### src/rtl/cache_arbiter.sv
// cache_arbiter: shares the single physical-memory line port between the
// I-cache and D-cache controllers, one whole-line transaction at a time.
// All memory-side commands are registered; responses are steered back to
// whichever cache holds the grant.
//
// Optional build macro: ARB_ROUND_ROBIN_EN
//   defined   - a simultaneous I/D request is granted opposite to the
//               previous grant (last_grant register is built)
//   undefined - a simultaneous I/D request always goes to the D-cache
//
// state  | meaning
// IDLE   | no transaction; requests evaluated here
// I_BUSY | I-cache line read outstanding on pmem
// D_BUSY | D-cache line read or write-back outstanding on pmem
// DONE   | dead cycle so the served cache can drop its request

module cache_arbiter #(
  parameter int ADDR_W = 32,
  parameter int LINE_W = 256
) (
  input  logic              clk,
  input  logic              rst,
  input  logic              i_read,
  input  logic [ADDR_W-1:0] i_addr,
  output logic [LINE_W-1:0] i_rdata,
  output logic              i_resp,
  input  logic              d_read,
  input  logic              d_write,
  input  logic [ADDR_W-1:0] d_addr,
  input  logic [LINE_W-1:0] d_wdata,
  output logic [LINE_W-1:0] d_rdata,
  output logic              d_resp,
  output logic              pmem_read,
  output logic              pmem_write,
  output logic [ADDR_W-1:0] pmem_address,
  output logic [LINE_W-1:0] pmem_wdata,
  input  logic [LINE_W-1:0] pmem_rdata,
  input  logic              pmem_resp
);

  typedef enum logic [1:0] {
    IDLE   = 2'd0,
    I_BUSY = 2'd1,
    D_BUSY = 2'd2,
    DONE   = 2'd3
  } state_e;

  state_e              state_q, state_d;
  logic                pmem_read_q, pmem_read_d;
  logic                pmem_write_q, pmem_write_d;
  logic [ADDR_W-1:0]   pmem_address_q, pmem_address_d;
  logic [LINE_W-1:0]   pmem_wdata_q, pmem_wdata_d;
  logic                i_req;
  logic                d_req;
  logic                grant_d_side;

`ifdef ARB_ROUND_ROBIN_EN
  // 1 = D-cache held the most recent grant, 0 = I-cache
  logic                last_grant_q, last_grant_d;
`endif

  // Decide which cache would win if the FSM grants this cycle
  always_comb begin
    i_req = i_read;
    d_req = d_read | d_write;
`ifdef ARB_ROUND_ROBIN_EN
    grant_d_side = d_req & (~i_req | ~last_grant_q);
`else
    grant_d_side = d_req;
`endif
  end

  // Next-state, registered-command and combinational-response logic
  always_comb begin
    state_d        = state_q;
    pmem_read_d    = pmem_read_q;
    pmem_write_d   = pmem_write_q;
    pmem_address_d = pmem_address_q;
    pmem_wdata_d   = pmem_wdata_q;
    i_resp         = 1'b0;
    d_resp         = 1'b0;
`ifdef ARB_ROUND_ROBIN_EN
    last_grant_d   = last_grant_q;
`endif
    case (state_q)
      IDLE: begin
        if (grant_d_side) begin
          state_d        = D_BUSY;
          pmem_address_d = d_addr;
          // a write-back wins over a read asserted in the same cycle
          if (d_write) begin
            pmem_write_d = 1'b1;
            pmem_wdata_d = d_wdata;
          end else begin
            pmem_read_d  = 1'b1;
          end
`ifdef ARB_ROUND_ROBIN_EN
          last_grant_d = 1'b1;
`endif
        end else if (i_req) begin
          state_d        = I_BUSY;
          pmem_read_d    = 1'b1;
          pmem_address_d = i_addr;
`ifdef ARB_ROUND_ROBIN_EN
          last_grant_d   = 1'b0;
`endif
        end
      end
      I_BUSY: begin
        if (pmem_resp) begin
          i_resp       = 1'b1;
          pmem_read_d  = 1'b0;
          pmem_write_d = 1'b0;
          state_d      = DONE;
        end
      end
      D_BUSY: begin
        if (pmem_resp) begin
          d_resp       = 1'b1;
          pmem_read_d  = 1'b0;
          pmem_write_d = 1'b0;
          state_d      = DONE;
        end
      end
      DONE: begin
        state_d = IDLE;
      end
      default: begin
        state_d = IDLE;
      end
    endcase
  end

  // State and memory-command registers
  always_ff @(posedge clk or negedge rst) begin
    if (!rst) begin
      state_q        <= IDLE;
      pmem_read_q    <= 1'b0;
      pmem_write_q   <= 1'b0;
      pmem_address_q <= '0;
      pmem_wdata_q   <= '0;
    end else begin
      state_q        <= state_d;
      pmem_read_q    <= pmem_read_d;
      pmem_write_q   <= pmem_write_d;
      pmem_address_q <= pmem_address_d;
      pmem_wdata_q   <= pmem_wdata_d;
    end
  end

`ifdef ARB_ROUND_ROBIN_EN
  // Remember who was granted last; resets to the I-cache
  always_ff @(posedge clk or negedge rst) begin
    if (!rst) begin
      last_grant_q <= 1'b0;
    end else begin
      last_grant_q <= last_grant_d;
    end
  end
`endif

  assign pmem_read    = pmem_read_q;
  assign pmem_write   = pmem_write_q;
  assign pmem_address = pmem_address_q;
  assign pmem_wdata   = pmem_wdata_q;

  // read data is broadcast; only the matching resp qualifies it
  assign i_rdata = pmem_rdata;
  assign d_rdata = pmem_rdata;

endmodule

### config.mk
export PLATFORM = sky130hd
export DESIGN_NAME = cache_arbiter
export DESIGN_NICKNAME = d
export VERILOG_FILES = /design/src/rtl/cache_arbiter.sv
export SDC_FILE = /design/constraint.sdc
export NUM_CORES = 1
export LEC_CHECK = 0
export ABC_AREA = 1
export CORE_AREA = 2 2 535 537
export DETAILED_ROUTE_END_ITERATION = 10
export DIE_AREA = 0 0 537 539
export SLEW_MARGIN = 20
export SYNTH_ARGS = -nofsm -noshare
export SYNTH_HDL_FRONTEND = slang
export SYNTH_SLANG_ARGS = --single-unit
### constraint.sdc
create_clock -name clk -period 2 [get_ports clk]
set_clock_uncertainty 0.2 [all_clocks]
set_input_delay 0.4 -clock clk [delete_from_list [all_inputs] [get_ports clk]]
set_output_delay 0.4 -clock clk [all_outputs]
set_load 0.1 [all_outputs]
* After elaboration in Yosys (flattened, before gate mapping)
Cells that the tools add are included.
** Word-level totals
- Input bits :: 582
- Output and inout port bits :: 804
- Flip-flop bits (word level) :: 292
- Logic and storage cells :: 40
** Cells by class
- Bitwise logic cells :: 1
- Equal/unequal tests :: 8
- Muxes and demuxes :: 17
- Reduce and logical (&&, ||, !) cells :: 9
** Operators with widths (count)
- $mux W32 :: 2
- $mux W1 :: 9
- $reduce_and A4 Y1 :: 2
- $mux W2 :: 3
- $ne A3 B3 Y1 const B :: 2
- $pmux W2 S3 :: 1
- $eq A2 B2 Y1 const B :: 2
- $ne A2 B2 Y1 const B :: 2
- $pmux W1 S2 :: 2
- $reduce_and A2 Y1 :: 2
- $reduce_bool A2 Y1 :: 2
- $reduce_and A3 Y1 :: 1
- $eq A2 B1 Y1 const B :: 1
- $logic_not A2 Y1 :: 1
- $ne A2 B1 Y1 const B :: 1
- $reduce_or A2 Y1 :: 1
- $or A1 B1 Y1 :: 1

* Depth between registers and ports, before layout
Gate-level depths: netlist of run 1.
- Depth in word-level cells :: 4
- Mapped depth :: 9
- Depth with buffers taken out :: 8

* Worst setup path after synthesis of run 1
Ideal clock, no wire load.
- Path type :: flip-flop to output port
- Start point :: reg state_q[0]
- End point :: out d_resp
- Setup slack :: 171 ps
- Required time :: 1400 ps
- Data arrival time :: 1229 ps
- Cell stages (with the launch flop) :: 5
- Path buffers :: 0
- Cells stage by stage :: dfrtp_1 > inv_1 > ha_1 > nand2_1 > inv_1
** On the way
- Cells in the longest elaborated chain, start to end :: 2
** Ends and longest elaborated chain
- start: declaration :: RTL line 48 : state_e state_q, state_d;
- start signal: assignment :: RTL line 143 : state_q <= state_d;
- $eq A2 B2 Y1 :: RTL line 85 : case (state_q)
- $mux W1 :: RTL line 85
- end: declaration :: RTL line 32 : output logic d_resp,
No other way between the ends.

* Final worst setup path of run 1
- Start point :: reg state_q[1]
- End point :: reg pmem_read_q (netlist: pmem_read)
** On the way
- Cells in the longest elaborated chain, start to end :: 4
- Elaborated cells between the ends (all ways) :: 10
- Classes of those cells :: 5 x eq/ne; 1 x mux; 4 x reduce/logical
** Ends and longest elaborated chain
- $eq A2 B2 Y1 or $eq A2 B1 Y1 (tied branches) :: RTL line 85
- $reduce_or A2 Y1 (no source line)
- $ne A2 B1 Y1 (no source line) or $reduce_bool A2 Y1 (tied branches)
- $reduce_and A4 Y1 (no source line)
- end signal: assignment :: RTL line 144 : pmem_read_q <= pmem_read_d;
- end: declaration :: RTL line 49 : logic pmem_read_q, pmem_read_d;
Parallel ways exist; a longest one is shown, timed or not.
A chain may end at the register's enable or synchronous reset.

==> reports/results.ini, run 1 <==
[sta]
max_slew.worst_pin.slew_ns = 0.3395
finalMaxSlewViolations = 0
hold_viol_final = 0
timing.fmax_ghz = 0.4568
period_needed_ns = 2.189
period_share_pct = 109.5
finalHoldWorstSlack_ns = 0.07557
slew_headroom_pct = 77.29
setup_viol = 277
fin_ws_ns = -0.1892
rsz0062_at_grt = yes

[critical_path]
reg2reg_depth = 13
cp_top_family = buffers and inverters
max_stage_delay_ns = 0.38
worstPathArrival_ns = 2.52
cp_max_fo = 7
cp.buffers_inverters = 7
required_ns = 2.33
endpoint_kind = flop
worst_setup_path_start_kind = flop
cp_num_cells = 13
crit_type = flop to flop
crit_chain = inv_2 > buf_4 > buf_6 > buf_4 > ha_4 > nand2_8 > clkinv_16 > buf_12 > buf_12 > nor2_4 > nand3_2 > nand2_1 > nand2_1
cpMaxStageDelayCell = dfrtp_1

[die]
rows = 196
die_w_um = 537
coreArea_um2 = 284000
dieArea_um2 = 289400
die_y_um = 539
ios = 1386
initial_utilization_pct = 5.403

[worst_hold_path]
min_delay_path_depth = 3
hp-class = input port to flop

[cts]
htree_levels = 2
cts_buffer_depth = 3
clk_latency_ns = 0.64
cts_root_buf = clkbuf_16
path_clk_slew_ns = 0.06
cts-buffers-inserted = 42
cts_tree = done
clock_sinks = 292

[global_routing]
use_met1_pct = 7.227
grt-busiest-layer = met3
gr-usage-met2_pct = 18.22
antenna_found_initial = 93
grt_max_degree = 60
grt_overflow = 0
use_met3_pct = 21.15
grt_pass1_wl_um = 224000
grtUsageTotal_pct = 12.88
grt_pass1_vias = 13500

[routing]
drt_iter0_markers = 1051
drc = 0
avgRoutedWirePerCell_um = 33.85
viasPerCell = 2.328
ant_nets = 0
totalWireLength_um = 199300
drtPass1Iterations = 5
vias = 13710

[pwr]
power_density_nw_per_um2 = 2301
cellLeakagePower_nw = 12.26
power_mw = 66.96
vdd_ir_drop_max_v = 0.001023

[logic_synthesis]
yosysTopAreaCell = dfrtp_1
synth.avg_cell_area_um2 = 8.183
synth.distinct_cells = 18
synth-seq-cells = 292
synth_top_area_share_pct = 47.63
synth_fp_nets = 2461
yosys_warnings = 0
synthTopCellsByArea = dfrtp_1, buf_4, nand2_1, buf_2, o21ai_0
seq_area_frac_synth_pct = 47.63
synth.cell_area_um2 = 15340
syn_inst = 1875

[place]
place_area_um2 = 25750
io_buffers = 617
dp_hpwl_um = 175100
gp_congestion = 0.8891

[final_layout]
drive_gt1_share_pct = 30.26
fin_nets = 2667
area.growth.synth_to_final_pct = 89.71
final_area_um2 = 29110

[outcome]
violations = setup timing
status = finished with violations

[flow_run]
max_cap_violations = 0

synth_stat cells, drive strengths merged:
cell    number
a21oi        3
buf        560
clkbuf      20
dfrtp      292
ha           4
inv         43
nand2      908
nand3        3
nor2         6
o21ai       36
stage by stage:
stage	util, %	setup TNS, ns	setup WS [ns]	cells
CTS	9.700	-0.5705	-0.2308	5828
finish	10.25	-26.43	-0.1892	5888
detailed placement	9.069	-37.63	-0.2113	5726
floorplan	-	0	0.1711	1875
global placement	9.069	-28.06	-0.1747	5726
global route	10.24	-44.53	-0.2895	5881
per-layer routing:
layer  vias to the layer above  routed length (um)
met5                         -                 438
met4                        38               10380
met3                       518               68850
met2                      1516               80170
met1                      6074               39440
li1                       5564                   -
cells by family (layout without fill, tap and decap cells):
family	after synthesis	count (layout)	synth area share (%)
AOI/OAI and AO/OA	39	39	1.346
adders and majority gates	4	4	0.3262
buffers and inverters	623	863	28.18
and+or+nand+nor	917	917	22.52
DFF	292	292	47.63
other	0	11	0
flip-flops by register name, indices dropped and copies added, names as in the netlist:
signal,count
pmem_address,32
state_q,2
pmem_wdata,256
pmem_read,1
pmem_write,1
area by class of cell:
cell class                 instances  area, um^2
clock buffer                      51        1156
clock inverter                    27       309.0
fill                           32650      254900
antenna                           11       27.53
multi-input combinational        960        4180
inverter                          43       190.2
sequential                       292        7333
timing repair buffer             741       11190
timing repair inverter             1       11.26
tap                             3762        4707
final timing paths:
| kind | start | end | slack, ns |
|---|---|---|---|
| worst max-delay path | state_q[1] | pmem_read | -0.19 |
| min in group asynchronous | rst | pmem_wdata[92] | 0.27 |
| worst max register to register | state_q[1] | pmem_read | -0.19 |
| worst min-delay path | d_wdata[181] | pmem_wdata[181] | 0.08 |
| worst min register to register | pmem_wdata[61] | pmem_wdata[61] | 0.34 |
| max in group asynchronous | rst | pmem_wdata[87] | 0.92 |
cells in the final DEF, fill, tap and decap left out, types with 10 or more instances in the layout:
| cell | instances |
|---|---|
| dfrtp_1 | 271 |
| dlygate4sd3_1 | 18 |
| clkdlybuf4s50_1 | 324 |
| buf_16 | 11 |
| nand2_1 | 780 |
| buf_4 | 26 |
| nand2_4 | 15 |
| buf_12 | 320 |
| o21ai_0 | 12 |
| o21ai_1 | 21 |
| diode_2 | 11 |
| nand2_2 | 112 |
| clkbuf_16 | 70 |
| inv_1 | 37 |
| buf_6 | 10 |
| dfrtp_2 | 21 |
timing repair:
action,4_1_cts,5_1_grt
gates cloned,0,34
setup endpoints to repair,28,51
resized for setup,36,206
endpoints found under the hold margin,309,0
hold buffers,19,0
buffers inserted,6,15
pin swaps,1,13
worst register-to-register path, stage by stage (launching register included):
cell       delay [ns]
dfrtp_1          0.38
inv_2            0.07
buf_4            0.14
buf_6            0.11
buf_4            0.13
ha_4             0.18
nand2_8          0.18
clkinv_16        0.14
buf_12           0.17
buf_12           0.14
nor2_4           0.07
nand3_2          0.07
nand2_1          0.06
nand2_1          0.05
where the power goes:
part	total, mW	leakage (nW)	switching, mW	internal (mW)
Clock	8.32	0.716	3.61	4.71
Sequential	12.4	3.61	3.61	8.75
Combinational	46.3	7.94	31.5	14.8
(Power assumes the default switching activity.)
==> inputs of run 2 (changes only) <==
Settings changed: CTS_CLUSTER_DIAMETER set to 100.
==> reports/results.ini, run 2 (synthesis gave the netlist of run 1 again) <==
[pwr]
vdd_ir_drop_max_v = 0.001024  ; was 0.001023 V
cellLeakagePower_nw = 12.51  ; was 12.26 nW
p_comb_share_pct = 69.0  ; was 69.1%
p_int_mw = 29.03  ; was 28.26 mW
switching_power_mw = 39.07  ; was 38.70 mW
p_seq_share_pct = 18.3  ; was 18.5%
clkPwrFrac_pct = 12.8  ; was 12.4%
power_mw = 68.11  ; was 66.96 mW
power_density_nw_per_um2 = 2307  ; was 2301 nW/um^2
sw_frac_of_total_pct = 57.37  ; was 57.80%

[final_layout]
fillerInstances = 32620  ; was 32650
final_cell_mix = nand2_1, buf_12, clkdlybuf4s50_1  ; was nand2_1, clkdlybuf4s50_1, buf_12
area.growth.synth_to_final_pct = 92.39  ; was 89.71%
drive_gt1_share_pct = 32.92  ; was 30.26%
final_cells = 5890  ; was 5888
fin_nets = 2665  ; was 2667
final_area_um2 = 29520  ; was 29110 um^2
mostFrequentLayoutCell = nand2_1  ; unchanged
largest_reg_flops = 256  ; unchanged

[critical_path]
crit_type = flop to flop  ; unchanged
cp_top_family = buffers and inverters  ; unchanged
crit_chain = inv_2 > buf_4 > buf_6 > buf_4 > ha_4 > nand2_8 > buf_12 > clkinv_16 > buf_12 > buf_12 > nor2_4 > nand3_2 > nand2_1 > nand2_1  ; was inv_2 > buf_4 > buf_6 > buf_4 > ha_4 > nand2_8 > clkinv_16 > buf_12 > buf_12 > nor2_4 > nand3_2 > nand2_1 > nand2_1
reg2reg_depth = 14  ; was 13
cp.buffers_inverters = 8  ; was 7
r2r_end = pmem_read  ; unchanged
required_ns = 2.33  ; about the same
cpMaxStageDelayCell = dfrtp_1  ; unchanged
cp_max_fo = 6  ; was 7
max_stage_delay_ns = 0.39  ; was 0.38 ns
worst_setup_path_start_kind = flop  ; unchanged
endpoint_kind = flop  ; unchanged
worstReg2RegStart = state_q[1]  ; unchanged
crit_top_cell = buf_12
rrSetupSlack_ns = -0.24  ; was -0.19 ns
worstPathArrival_ns = 2.57  ; was 2.52 ns

[cts]
cts_root_buf = clkbuf_16  ; unchanged
cts_tree = done  ; unchanged
htree_levels = 2  ; unchanged
clk_latency_ns = 0.64  ; about the same
path_clk_slew_ns = 0.06  ; about the same
cts-buffers-inserted = 44  ; was 42
cts_buffer_depth = 3  ; unchanged
clock_sinks = 292  ; unchanged

[flow_run]
max_cap_violations = 0  ; unchanged

[die]
die_w_um = 537  ; unchanged
ios = 1386  ; unchanged
rows = 196  ; unchanged
die_y_um = 539  ; unchanged
dieArea_um2 = 289400  ; unchanged
coreArea_um2 = 284000  ; unchanged
initial_utilization_pct = 5.403  ; unchanged

[place]
place_area_um2 = 25750  ; unchanged
dp_cells = 5726  ; unchanged
dp_hpwl_um = 175100  ; unchanged
gp_congestion = 0.8891  ; unchanged
io_buffers = 617  ; unchanged

[global_routing]
grt_pass1_wl_um = 223600  ; was 224000 um
grtUsageTotal_pct = 12.87  ; was 12.88%
grt_overflow = 0  ; unchanged
antenna_found_initial = 94  ; was 93
grt_pass1_vias = 13450  ; was 13500
grt_max_degree = 60  ; unchanged

[outcome]
status = finished with violations  ; unchanged
violations = hold timing, setup timing  ; was setup timing

[sta]
fin_setup_tns_ns = -35.10  ; was -26.43 ns
setup_viol = 284  ; was 277
finalMaxSlewViolations = 0  ; unchanged
max_slew.worst_pin.slew_ns = 0.3391  ; was 0.3395 ns
slew_headroom_pct = 77.39  ; was 77.29%
finalHoldWorstSlack_ns = -0.001076  ; was 0.07557 ns
hold_viol_final = 1  ; was 0
period_share_pct = 112.1  ; was 109.5%
timing.fmax_ghz = 0.4461  ; was 0.4568 GHz
rsz0062_at_grt = yes  ; unchanged
period_needed_ns = 2.242  ; was 2.189 ns
fin_ws_ns = -0.2417  ; was -0.1892 ns

[routing]
viasPerCell = 2.349  ; was 2.328
vias = 13840  ; was 13710
drtPass1Iterations = 7  ; was 5
avgRoutedWirePerCell_um = 34.16  ; was 33.85 um
ant_nets = 0  ; unchanged
totalWireLength_um = 201200  ; was 199300 um
drc = 0  ; unchanged
drt_iter0_markers = 1117  ; was 1051

[worst_hold_path]
hp-class = input port to asynchronous set/reset pin  ; was input port to flop

==> run 2: cell count changes in the layout (fill, tap and decap cells not counted), sizes merged <==
cell and change:
buf +9, clkbuf +9, clkinv -5, clkinvlp +2, diode +3, dlygate4sd3 -17
inv +1
==> run 2: worst reg2reg max path, stage by stage (launching register included) <==
cell	delay, ns
dfrtp_1	0.39
inv_2	0.07
buf_4	0.14
buf_6	0.11
buf_4	0.13
ha_4	0.18
nand2_8	0.13
buf_12	0.16
clkinv_16	0.07
buf_12	0.16
buf_12	0.14
nor2_4	0.08
nand3_2	0.07
nand2_1	0.06
nand2_1	0.05
==> run 2: power groups by stage <==
stage	combinational [mW]	sequential, mW	clock [mW]
after floorplan	8.93	30.0	0
after global placement	44.0	12.3	0
after detailed placement	44.0	12.3	0
after CTS	44.3	12.3	8.97
after global routing	49.2	12.8	9.14
final	47.0	12.4	8.69
==> run 2: layout make-up <==
type                    instances  area [um^2]  area share (%)
diodes                         14        35.03          0.1187
clock buffers                  56         1279           4.332
multi-input cells             960         4393           14.88
well taps                    3762         4707           15.95
inverters                      43        190.2          0.6443
repair inverters                1        20.02         0.06782
repair buffers                737        11260           38.15
clock inverters                25        300.3           1.017
flip-flops and latches        292         7331           24.84
==> run 2: what timing repair did <==
item                                    in CTS  in global routing
gates cloned                                 0                 42
hold buffers                                 3                  0
pin swaps                                    1                 23
endpoints found under the setup margin      25                 58
resized for setup                           33                283
hold endpoints to repair                   292                  0
setup buffers                                5                 22
==> run 2: how the worst max path moves through the flow <==
| stage | start | end | slack (ns) | depth (start not counted) |
|---|---|---|---|---|
| after floorplan | state_q[0] | d_resp | 0.17 | 4 |
| final | state_q[1] | pmem_read | -0.24 | 14 |
| after detailed placement | d_write | pmem_wdata[205] | -0.21 | 7 |
| after global placement | d_write | pmem_address[26] | -0.17 | 9 |
| after global routing | state_q[1] | pmem_read | -0.30 | 14 |
| after CTS | state_q[1] | i_resp | -0.22 | 5 |
==> run 2: layer usage <==
metal,track usage [%],vias to the layer above,routed length [um]
met5,1.116,-,589
li1,-,5580,-
met4,5.894,40,10600
met1,7.134,6161,40840
met3,21.22,526,68740
met2,18.02,1529,80440
==> run 2: through the flow <==
step                setup WS [ns]  util [%]
floorplan                  0.1711         -
global placement          -0.1747     9.069
detailed placement        -0.2113     9.069
CTS                       -0.2246     9.679
global route              -0.2994     10.39
finish                    -0.2417     10.39
==> inputs of run 3 (changes only) <==
Settings changed: CTS_BUF_LIST set to sky130_fd_sc_hd__clkbuf_2.
==> reports/results.ini, run 3 (synthesis gave the netlist of run 1 again) <==
[global_routing]
antenna_found_initial = 99  ; was 94
grt_pass1_wl_um = 241200  ; was 223600 um
grt_pass1_vias = 18110  ; was 13450
grt_overflow = 0  ; unchanged
grtUsageTotal_pct = 13.49  ; was 12.87%
grt_max_degree = 60  ; unchanged

[routing]
drc = 0  ; unchanged
drtPass1Iterations = 9  ; was 7
vias = 17350  ; was 13840
avgRoutedWirePerCell_um = 30.38  ; was 34.16 um
viasPerCell = 2.595  ; was 2.349
ant_nets = 0  ; unchanged
totalWireLength_um = 203000  ; was 201200 um
drt_iter0_markers = 1215  ; was 1117

[sta]
slew_headroom_pct = 54.46  ; was 77.39%
setup_viol = 292  ; was 284
fin_ws_ns = -0.8612  ; was -0.2417 ns
period_needed_ns = 2.861  ; was 2.242 ns
period_share_pct = 143.1  ; was 112.1%
timing.fmax_ghz = 0.3495  ; was 0.4461 GHz
rsz0062_at_grt = yes  ; unchanged
finalMaxSlewViolations = 0  ; unchanged
max_slew.worst_pin.slew_ns = 0.6831  ; was 0.3391 ns
hold_viol_final = 0  ; was 1

[die]
rows = 196  ; unchanged
dieArea_um2 = 289400  ; unchanged
coreArea_um2 = 284000  ; unchanged
die_y_um = 539  ; unchanged
die_w_um = 537  ; unchanged
ios = 1386  ; unchanged
initial_utilization_pct = 5.403  ; unchanged

[flow_run]
max_cap_violations = 0  ; unchanged

[critical_path]
cp.buffers_inverters = 3  ; was 8
worstPathArrival_ns = 2.26  ; was 2.57 ns
cpMaxStageDelayCell = dfrtp_1  ; unchanged
cp_max_fo = 3  ; was 6
reg2reg_depth = 9  ; was 14
max_stage_delay_ns = 0.43  ; was 0.39 ns
cp_top_family = flip-flops  ; was buffers and inverters
cp_num_cells = 5  ; was 14
crit_type = flop to output port  ; was flop to flop
worstReg2RegStart = state_q[0]  ; was state_q[1]
r2r_end = pmem_address[24]  ; was pmem_read
required_ns = 1.40  ; was 2.33 ns
crit_chain = buf_6 > ha_4 > nand2_2 > inv_2 > buf_12  ; was inv_2 > buf_4 > buf_6 > buf_4 > ha_4 > nand2_8 > buf_12 > clkinv_16 > buf_12 > buf_12 > nor2_4 > nand3_2 > nand2_1 > nand2_1
rrSetupSlack_ns = 0.09  ; was -0.24 ns
endpoint_kind = output port  ; was flop
worst_setup_path_start_kind = flop  ; unchanged

[outcome]
status = finished with violations  ; unchanged
violations = setup timing  ; was hold timing, setup timing

[pwr]
p_seq_share_pct = 19.3  ; was 18.3%
vdd_ir_drop_max_v = 0.0008148  ; was 0.001024 V
switching_power_mw = 38.14  ; was 39.07 mW
power_density_nw_per_um2 = 1863  ; was 2307 nW/um^2
clkPwrFrac_pct = 8.3  ; was 12.8%
p_int_mw = 25.89  ; was 29.03 mW
power_mw = 64.04  ; was 68.11 mW
p_comb_share_pct = 72.4  ; was 69.0%
sw_frac_of_total_pct = 59.56  ; was 57.37%
cellLeakagePower_nw = 14.58  ; was 12.51 nW

[cts]
path_clk_slew_ns = 0.09  ; was 0.06 ns
cts_tree = done  ; unchanged
cts-buffers-inserted = 88  ; was 44
htree_levels = 3  ; was 2
clock_sinks = 292  ; unchanged
clk_latency_ns = 1.27  ; was 0.64 ns
cts_root_buf = clkbuf_2  ; was clkbuf_16
cts_buffer_depth = 3  ; unchanged

[worst_hold_path]
hp-start = d_write
min_delay_path_depth = 6
hp-class = input port to flop  ; was input port to asynchronous set/reset pin
holdPathEnd = state_q[1]

[final_layout]
area.growth.synth_to_final_pct = 124.0  ; was 92.39%
largest_reg_flops = 256  ; unchanged
finalCoreUtilization_pct = 12.10  ; was 10.39%
final_cell_mix = nand2_1, dlygate4sd3_1, clkdlybuf4s50_1  ; was nand2_1, buf_12, clkdlybuf4s50_1
final_area_um2 = 34370  ; was 29520 um^2
drive_gt1_share_pct = 21.85  ; was 32.92%
fin_nets = 3416  ; was 2665
mostFrequentLayoutCell = nand2_1  ; unchanged
fillerInstances = 32250  ; was 32620

[place]
io_buffers = 617  ; unchanged
place_area_um2 = 25750  ; unchanged
dp_hpwl_um = 175100  ; unchanged
gp_congestion = 0.8891  ; unchanged

-- run 3: how the worst max path moves through the flow --
stage	start	endpoint	slack [ns]
after floorplan	state_q[0]	d_resp	0.17
after global placement	d_write	pmem_address[26]	-0.17
after detailed placement	d_write	pmem_wdata[205]	-0.21
after CTS	state_q[0]	i_resp	-1.10
after global routing	state_q[0]	i_resp	-1.06
final	state_q[0]	i_resp	-0.86
-- run 3: power by group through the flow --
stage	sequential, mW	combinational (mW)	clock [mW]
2_1_floorplan	30.0	8.93	0
6_report	12.4	46.4	5.29
3_3_place_gp	12.3	44.0	0
5_1_grt	12.6	48.6	5.81
4_1_cts	12.3	45.9	5.63
3_5_place_dp	12.3	44.0	0
-- run 3: area by class of cell --
cell class | instances | area [um^2] | share of cell area [%]
repair buffers | 1445 | 17490 | 50.89
flip-flops and latches | 292 | 7367 | 21.44
well taps | 3762 | 4707 | 13.70
multi-input cells | 960 | 3766 | 10.96
clock buffers | 123 | 615.6 | 1.791
clock inverters | 30 | 180.2 | 0.5243
inverters | 43 | 168.9 | 0.4915
diodes | 29 | 72.57 | 0.2112
-- run 3: worst min-delay path, cell delays in order --
cell and delay [ns]:
clkdlybuf4s50_1 0.46, inv_1 0.08, nand2_1 0.22, buf_4 0.25, a21oi_1 0.11, o21ai_0 0.07
-- run 3: what timing repair did --
item / in CTS / in global routing
pin swaps: 1 / 0
resized for setup: 45 / 21
setup buffers: 43 / 45
hold buffers: 685 / 1
endpoints found under the setup margin: 292 / 475
gates cloned: 0 / 4
hold endpoints to repair: 584 / 30
-- run 3: stage by stage --
step / setup WS (ns) / cells / hold WS (ns) / setup TNS, ns
floorplan: 0.1711 / 1875 / -0.09559 / 0
global placement: -0.1747 / 5726 / 0.08850 / -28.06
detailed placement: -0.2113 / 5726 / 0.09186 / -37.63
CTS: -1.097 / 6606 / 0.01273 / -243.61
global route: -1.060 / 6679 / 0.04095 / -215.89
finish: -0.8612 / 6684 / 0.1623 / -159.90
-- run 3: routing by layer --
metal	share of wire, %	track usage, %	vias to the layer above
li1	-	-	7098
met1	21	8.399	7673
met2	38	18.48	1787
met3	33	20.06	741
met4	7.5	8.226	46
met5	0.29	0.9827	-
